<file path="config.mk">
export PLATFORM = sky130hd
export DESIGN_NAME = line_buf_ctrl
export DESIGN_NICKNAME = d
export VERILOG_FILES = /design/src/rtl/line_buf_ctrl.sv
export SDC_FILE = /design/constraint.sdc
export NUM_CORES = 1
export LEC_CHECK = 0
export BUFFER_PORTS_ARGS = -buffer_cell sky130_fd_sc_hd__buf_2
export CELL_PAD_IN_SITES_DETAIL_PLACEMENT = 0
export CELL_PAD_IN_SITES_GLOBAL_PLACEMENT = 1
export CORE_MARGIN = 2
export CORE_UTILIZATION = 45
export DETAILED_ROUTE_END_ITERATION = 8
export PLACE_DENSITY_LB_ADDON = 0.05
export SLEW_MARGIN = 20
export SYNTH_ARGS = -nofsm -noshare
export SYNTH_HDL_FRONTEND = slang
export SYNTH_SLANG_ARGS = --single-unit
</file>
<file path="constraint.sdc">
create_clock -name clock -period 2.95 [get_ports clock]
set_input_delay 0.295 -clock clock [delete_from_list [all_inputs] [get_ports clock]]
set_output_delay 0.295 -clock clock [all_outputs]
set_load 0.005 [all_outputs]
</file>
<file path="src/rtl/line_buf_ctrl.sv">
// Line buffer controller: write/read pointer generation for a one-line delay tap.
// Optional power-up zero sweep of the buffer is enabled by defining LINE_BUF_CLEAR_EN.
module line_buf_ctrl #(
    parameter int LINE_LEN   = 1264,
    parameter int ADDR_WIDTH = 11
) (
    input  logic                  clock,
    input  logic                  reset_n,
    input  logic                  pix_valid,
    input  logic                  line_start,
    input  logic                  err_clr,
    output logic                  mem_we,
    output logic [ADDR_WIDTH-1:0] mem_wr_addr,
    output logic                  mem_wr_zero,
    output logic                  mem_re,
    output logic [ADDR_WIDTH-1:0] mem_rd_addr,
    output logic                  tap_valid,
    output logic                  busy,
    output logic                  primed,
    output logic                  line_err
);

    localparam int CNT_W = ADDR_WIDTH + 1;
    localparam logic [ADDR_WIDTH-1:0] TAP_OFS   = ADDR_WIDTH'(LINE_LEN - 1);
    localparam logic [ADDR_WIDTH-1:0] FILL_LAST = ADDR_WIDTH'(LINE_LEN - 1);
    localparam logic [CNT_W-1:0]      LEN_CNT   = CNT_W'(LINE_LEN);
    localparam logic [CNT_W-1:0]      CNT_MAX   = '1;

`ifdef LINE_BUF_CLEAR_EN
    typedef enum logic [1:0] {CLEAR, PRIME, RUN, RESYNC} state_t;
    localparam state_t RST_STATE = CLEAR;
    localparam logic [ADDR_WIDTH-1:0] CLR_LAST = '1;
    logic [ADDR_WIDTH-1:0] clr_cnt, clr_nxt;
`else
    typedef enum logic [1:0] {PRIME, RUN, RESYNC} state_t;
    localparam state_t RST_STATE = PRIME;
`endif

    state_t                state, state_nxt;
    logic [ADDR_WIDTH-1:0] wr_ptr, wr_ptr_nxt;
    logic [ADDR_WIDTH-1:0] fill_cnt, fill_nxt;
    logic [CNT_W-1:0]      pix_cnt, pix_nxt, pix_step;
    logic                  err_nxt;
    logic                  rd_vld_p1;

    assign mem_rd_addr = wr_ptr - TAP_OFS;
    assign tap_valid   = rd_vld_p1;
    assign primed      = (state == RUN);

    // line_start restarts the count, with a same-cycle pixel counted as the first
    always_comb begin
        pix_step = pix_cnt;
        if (line_start)
            pix_step = {{(CNT_W-1){1'b0}}, pix_valid};
        else if (pix_valid && pix_cnt != CNT_MAX)
            pix_step = pix_cnt + 1'b1;
    end

    always_comb begin
        state_nxt   = state;
        wr_ptr_nxt  = wr_ptr;
        fill_nxt    = fill_cnt;
        pix_nxt     = pix_cnt;
        err_nxt     = line_err & ~err_clr;
        mem_we      = 1'b0;
        mem_re      = 1'b0;
        mem_wr_zero = 1'b0;
        mem_wr_addr = wr_ptr;
        busy        = 1'b0;
`ifdef LINE_BUF_CLEAR_EN
        clr_nxt     = clr_cnt;
`endif
        case (state)
`ifdef LINE_BUF_CLEAR_EN
            CLEAR: begin
                mem_we      = 1'b1;
                mem_wr_zero = 1'b1;
                mem_wr_addr = clr_cnt;
                busy        = 1'b1;
                clr_nxt     = clr_cnt + 1'b1;
                if (clr_cnt == CLR_LAST) begin
                    state_nxt  = PRIME;
                    wr_ptr_nxt = '0;
                    fill_nxt   = '0;
                end
            end
`endif
            PRIME: begin
                mem_we  = pix_valid;
                pix_nxt = pix_step;
                if (pix_valid) begin
                    wr_ptr_nxt = wr_ptr + 1'b1;
                    fill_nxt   = fill_cnt + 1'b1;
                    // the final priming write also fetches address 0, so pixel 0
                    // emerges alongside pixel LINE_LEN
                    if (fill_cnt == FILL_LAST) begin
                        mem_re    = 1'b1;
                        fill_nxt  = '0;
                        state_nxt = RUN;
                    end
                end
            end
            RUN: begin
                mem_we  = pix_valid;
                mem_re  = pix_valid;
                pix_nxt = pix_step;
                if (pix_valid)
                    wr_ptr_nxt = wr_ptr + 1'b1;
                if (line_start && pix_cnt != LEN_CNT) begin
                    err_nxt    = 1'b1;
                    state_nxt  = RESYNC;
                    wr_ptr_nxt = '0;
                    fill_nxt   = '0;
                end
            end
            RESYNC: begin
                pix_nxt = pix_step;
                // wr_ptr is already 0 here, so the line_start pixel lands at address 0
                if (line_start) begin
                    mem_we     = pix_valid;
                    state_nxt  = PRIME;
                    wr_ptr_nxt = pix_valid ? ADDR_WIDTH'(1) : '0;
                    fill_nxt   = pix_valid ? ADDR_WIDTH'(1) : '0;
                end
            end
            default: state_nxt = RST_STATE;
        endcase
    end

    // state and pointer registers; read-valid pipeline stage p1
    always_ff @(posedge clock) begin
        if (!reset_n) begin
            state     <= RST_STATE;
            wr_ptr    <= '0;
            fill_cnt  <= '0;
            pix_cnt   <= '0;
            line_err  <= 1'b0;
            rd_vld_p1 <= 1'b0;
`ifdef LINE_BUF_CLEAR_EN
            clr_cnt   <= '0;
`endif
        end else begin
            state     <= state_nxt;
            wr_ptr    <= wr_ptr_nxt;
            fill_cnt  <= fill_nxt;
            pix_cnt   <= pix_nxt;
            line_err  <= err_nxt;
            rd_vld_p1 <= mem_re;
`ifdef LINE_BUF_CLEAR_EN
            clr_cnt   <= clr_nxt;
`endif
        end
    end

endmodule

</file>
# After elaboration in Yosys (flattened, before gate mapping)
# Cells that the tools add are included.
# totals
reg_bits	38
inputBits	5
# classes
add_sub_neg	4
n_eq_ne	9
mux	23
bitwise	2
n_reduce_logical	11
# ops
op	n
$mux 11	6
$pmux 11 s3	2
$mux 12	2
$add 11x1->11 const B	2
$add 12x1->12 const B	1
$ne 12x11->1 const B	1
$ne 12x12->1 const B	1
$eq 11x11->1 const B	1
$sub 11x11->11 const B	1
$mux 2	4
$reduce_and 4->1	2
$mux 1	6
$ne 2x2->1 const B	3
$pmux 2 s3	1
$pmux 1 s2	2
$reduce_and 2->1	2
$reduce_bool 3->1	1
$reduce_or 3->1	1
$eq 2x1->1 const B	1
$eq 2x2->1 const B	1
$logic_and 1x1->1	2
$logic_not 2->1	1
$ne 2x1->1 const B	1
$reduce_bool 2->1	1
other kinds (3)	3

# Logic depth before layout (Yosys ltp)
# depth
depth_word	4
mapped_depth	8
ltp_nobuf	6

# Worst setup path after synthesis
# No wires, ideal clock.
# synth_timing
kind	flip-flop to flip-flop
start	register state[0]
end	register wr_ptr[9] (netlist: mem_wr_addr[9])
setup_time_ps	73
arrival_time_ps	1823
setup_slack_ps	1054
stages_incl_launch_ff	6
period_less_slack_ps	1896
cell_sequence	dfxtp_1 ha_1 nand2b_1 or4_1 or3_1 a21oi_1
# synth_via
elab_chain_cells	3
word_cells_on_any_way	7
cone_classes	eq/ne: 3; mux: 1; reduce/logical: 3
# synth_lines
item	line_no	source
from (decl)	39	state_t state, state_nxt;
from (signal assigned)	143	state <= state_nxt;
$eq 2x2->1, or another cell as far along	73	case (state)
$ne 2x2->1 (no source line) / $reduce_bool 3->1 (equally long branches)	-	
$reduce_and 2->1 (no source line)	-	
to (signal assigned)	144	wr_ptr <= wr_ptr_nxt;
to (decl)	40	logic [ADDR_WIDTH-1:0] wr_ptr, wr_ptr_nxt;
# Parallel ways exist; a longest one is shown, timed or not.
# A chain may end at the register's enable or synchronous reset.

# Worst setup path in the final report
# Same ends and word-level chain as after synthesis.

==> impl_results.md <==
* Status: complete, no violations
* Critical path type: reg -> reg
* Die Span Y at 76.70 um
* DR iter-0 viols at 92
* Worst-Skew Late Latency at 0.29 ns
* PwrDens at 356.9 mW/mm^2
* Layout cell share with drive strength beyond 1 at 0.1402
* Final clock skew at 0.003984 ns
* Die W at 76.70 um
* Main flop type after synthesis: dfxtp_1
* Post-route ant nets at 0
* Total setup buffers inserted after CTS at 0
* Clk slew on worst S/H paths at 0.08 ns
* Highest clock rate at 446.4 MHz
* Clock sink count at 38
* P_leak at 0.0009270 uW
* DP Area at 0.002550 sq mm
* Switching Share at 0.2524
* Global route overflow at 0
* Mean area per synthesized cell at 7.955 sq um
* Internal power at 701.5 uW
* Final Instance Area at 0.002629 sq mm
* Peak supply drop at 144.1 uV
* Unrepaired setup endpoints after global routing: false
* Sequential Power Share at 0.561
* Initial Util at 0.4657
* Max_slew headroom at 0.5257
* Tmin final at 2.240 ns
* Cells on worst reg2reg path at 5
* Synth top area share at 0.3198
* Drt total wl at 5.711 mm
* Synth cell types at 55
* Hpwl dp at 4.058 mm
* Clk buf depth at 2
* # diodes at 0
* Hold Vio Cnt, Final at 0
* Clock root cell: clkbuf_8
* Core ar. at 0.005107 sq mm
* Seq/Total Area, Yosys at 0.3198
* Routed len/inst at 14.61 um
* Total Die Area at 0.005883 sq mm
* Mapped Area at 0.002379 sq mm
* Post-Route Utilization at 0.5147
* H-tree depth at 2
* Synth-to-Final Area Change at 10.52%
* Critical Path RT at 3.18 ns
* Tot GR Track Use at 0.1986
* Worst setup EP type: flip-flop
* Hold Path Depth at 4
* Gpl congestion at 0.8198
* Most frequent cells in the layout: 38 x dfxtp_1, 31 x buf_2, 26 x nand2_1
* # Max-Cap Violations at 0
* Logic pwr share at 0.071
* HP Class: in -> reg
* Async S/R FF share, synth at 0
* Vias per cell at 5.803
* Clock power share at 0.368
* First-pass GRT wire length at 9.687 mm
* Setup-failing EPs final at 0
* Most area-hungry cell type in the Yosys netlist: dfxtp_1
* Router iterations before antenna repair at 4
* CTS buffer count at 5
* Hold_buf cts at 0
* Part of the cycle the worst path needs at 0.7593
* I/O pin count at 34
* Site Rows at 26
* Slew @ Worst Pin at 0.7060 ns
* Crit Path Max Fanout at 15
* Crit path arrival time at 2.47 ns
* # DRC at 0
* Synth warn at 0
* Synth Register Bits at 38
* Initial antenna violation count at 0
* Cts repair resizes at 0
* IO buf count at 31
* Pin count of the biggest net entering global routing at 24
* Most common cell after layout, fill and taps aside: dfxtp_1
* Critical path startpoint category: flip-flop
* Setup TNS at 0 ns
* Post-Syn Instances at 299
* Vias after detailed routing at 2,269
* Post-synth EDFFs at 0
* Final hold slack at 0.3031 ns
* FF-to-FF setup slack at 0.71 ns
* CTS tree: built
* Number of global-route vias before repair at 1,977
* Slew Viols, Final at 0
* Count of nets after finishing at 335
* Psw at 236.8 uW
* Synth top area cells: dfxtp_1 32%, ha_1 4.7%, nand2_1 4.1%
-- layout make-up --
class                           count  area, sq um
Inverter                           11        41.29
Tap cell                           70        87.58
Clock inverter                      2        10.01
Sequential cell                    38        760.7
Multi-Input combinational cell    231         1483
Fill cell                         517         2479
Timing Repair Buffer               34        177.7
Clock buffer                        5        68.82
-- cell families (layout without fill, tap and decap cells) --
family / count (synthesis) / count (layout) / share of synthesized area
flip-flops: 38 / 38 / 0.3198
AO/OA/AOI/OAI: 75 / 75 / 0.2057
other: 1 / 2 / 0.001577
buffers and inverters: 31 / 52 / 0.05838
AND/OR/NAND/NOR: 127 / 127 / 0.2988
multiplexers: 4 / 4 / 0.01683
adder cells (fa/ha/maj): 9 / 9 / 0.04734
XOR/XNOR: 14 / 14 / 0.05155
-- stage by stage --
step	setup WS [ns]	total power [uW]	std cells
2_1_floorplan	1.054	583.8	300
3_3_place_gp	0.7933	605.1	384
3_5_place_dp	0.7511	604.3	384
4_1_cts	0.7416	949.7	391
5_1_grt	0.5666	980.9	391
6_report	0.7100	938.3	391
-- power by group through the flow --
stage	clock (uW)	sequential [uW]	combinational, uW
after floorplan	0	536	47.4
after global placement	0	538	67.0
after detailed placement	0	538	66.1
after CTS	357	526	66.4
after global routing	379	527	74.0
final	346	526	66.4
-- synthesized netlist by cell type, types with 4 or more instances --
library cell	n
a211oi_1	6
a21oi_1	17
a31oi_1	4
and2_1	4
and3_1	4
clkbuf_1	12
dfxtp_1	38
ha_1	9
inv_1	10
mux2i_1	4
nand2_1	26
nand2b_1	8
nand3_1	13
nand3b_1	5
nand4_1	12
nor2_1	15
nor3_1	6
o211ai_1	6
o21ai_0	16
o22ai_1	5
o31ai_1	4
or3_1	11
or4_1	5
xnor2_1	8
xor2_1	6
-- sequential cells by signal (all words and copies together), names as in the netlist --
signal and cells:
tap_valid 1, pix_cnt 12, line_err 1, fill_cnt 11, mem_wr_addr 11, state 2
-- worst max-delay path: stages, from the launching register on --
cell and delay [ns]:
dfxtp_1 0.35, ha_1 0.37, nand2b_1 0.32, or4_1 0.62
or3_1 0.37, a21oi_1 0.13
-- path summary, 6_finish.rpt --
path | start | to
setup / recovery | state[0]$_SDFFE_PN0P_ | mem_wr_addr[9]$_SDFFE_PN0P_
hold reg to reg | line_err$_SDFF_PN0_ | line_err$_SDFF_PN0_
hold / removal | err_clr | line_err$_SDFF_PN0_
setup reg to reg | state[0]$_SDFFE_PN0P_ | mem_wr_addr[9]$_SDFFE_PN0P_
-- metal layers --
layer / track usage / share of wire / vias to the layer above
li1: - / - / 1151
met1: 0.2879 / 0.53 / 1064
met2: 0.3061 / 0.42 / 50
met3: 0.03412 / 0.037 / 4
met4: 0.04909 / 0.0072 / 0
met5: 0 / 0 / -
Note: power is estimated with default switching activity, not from simulation.
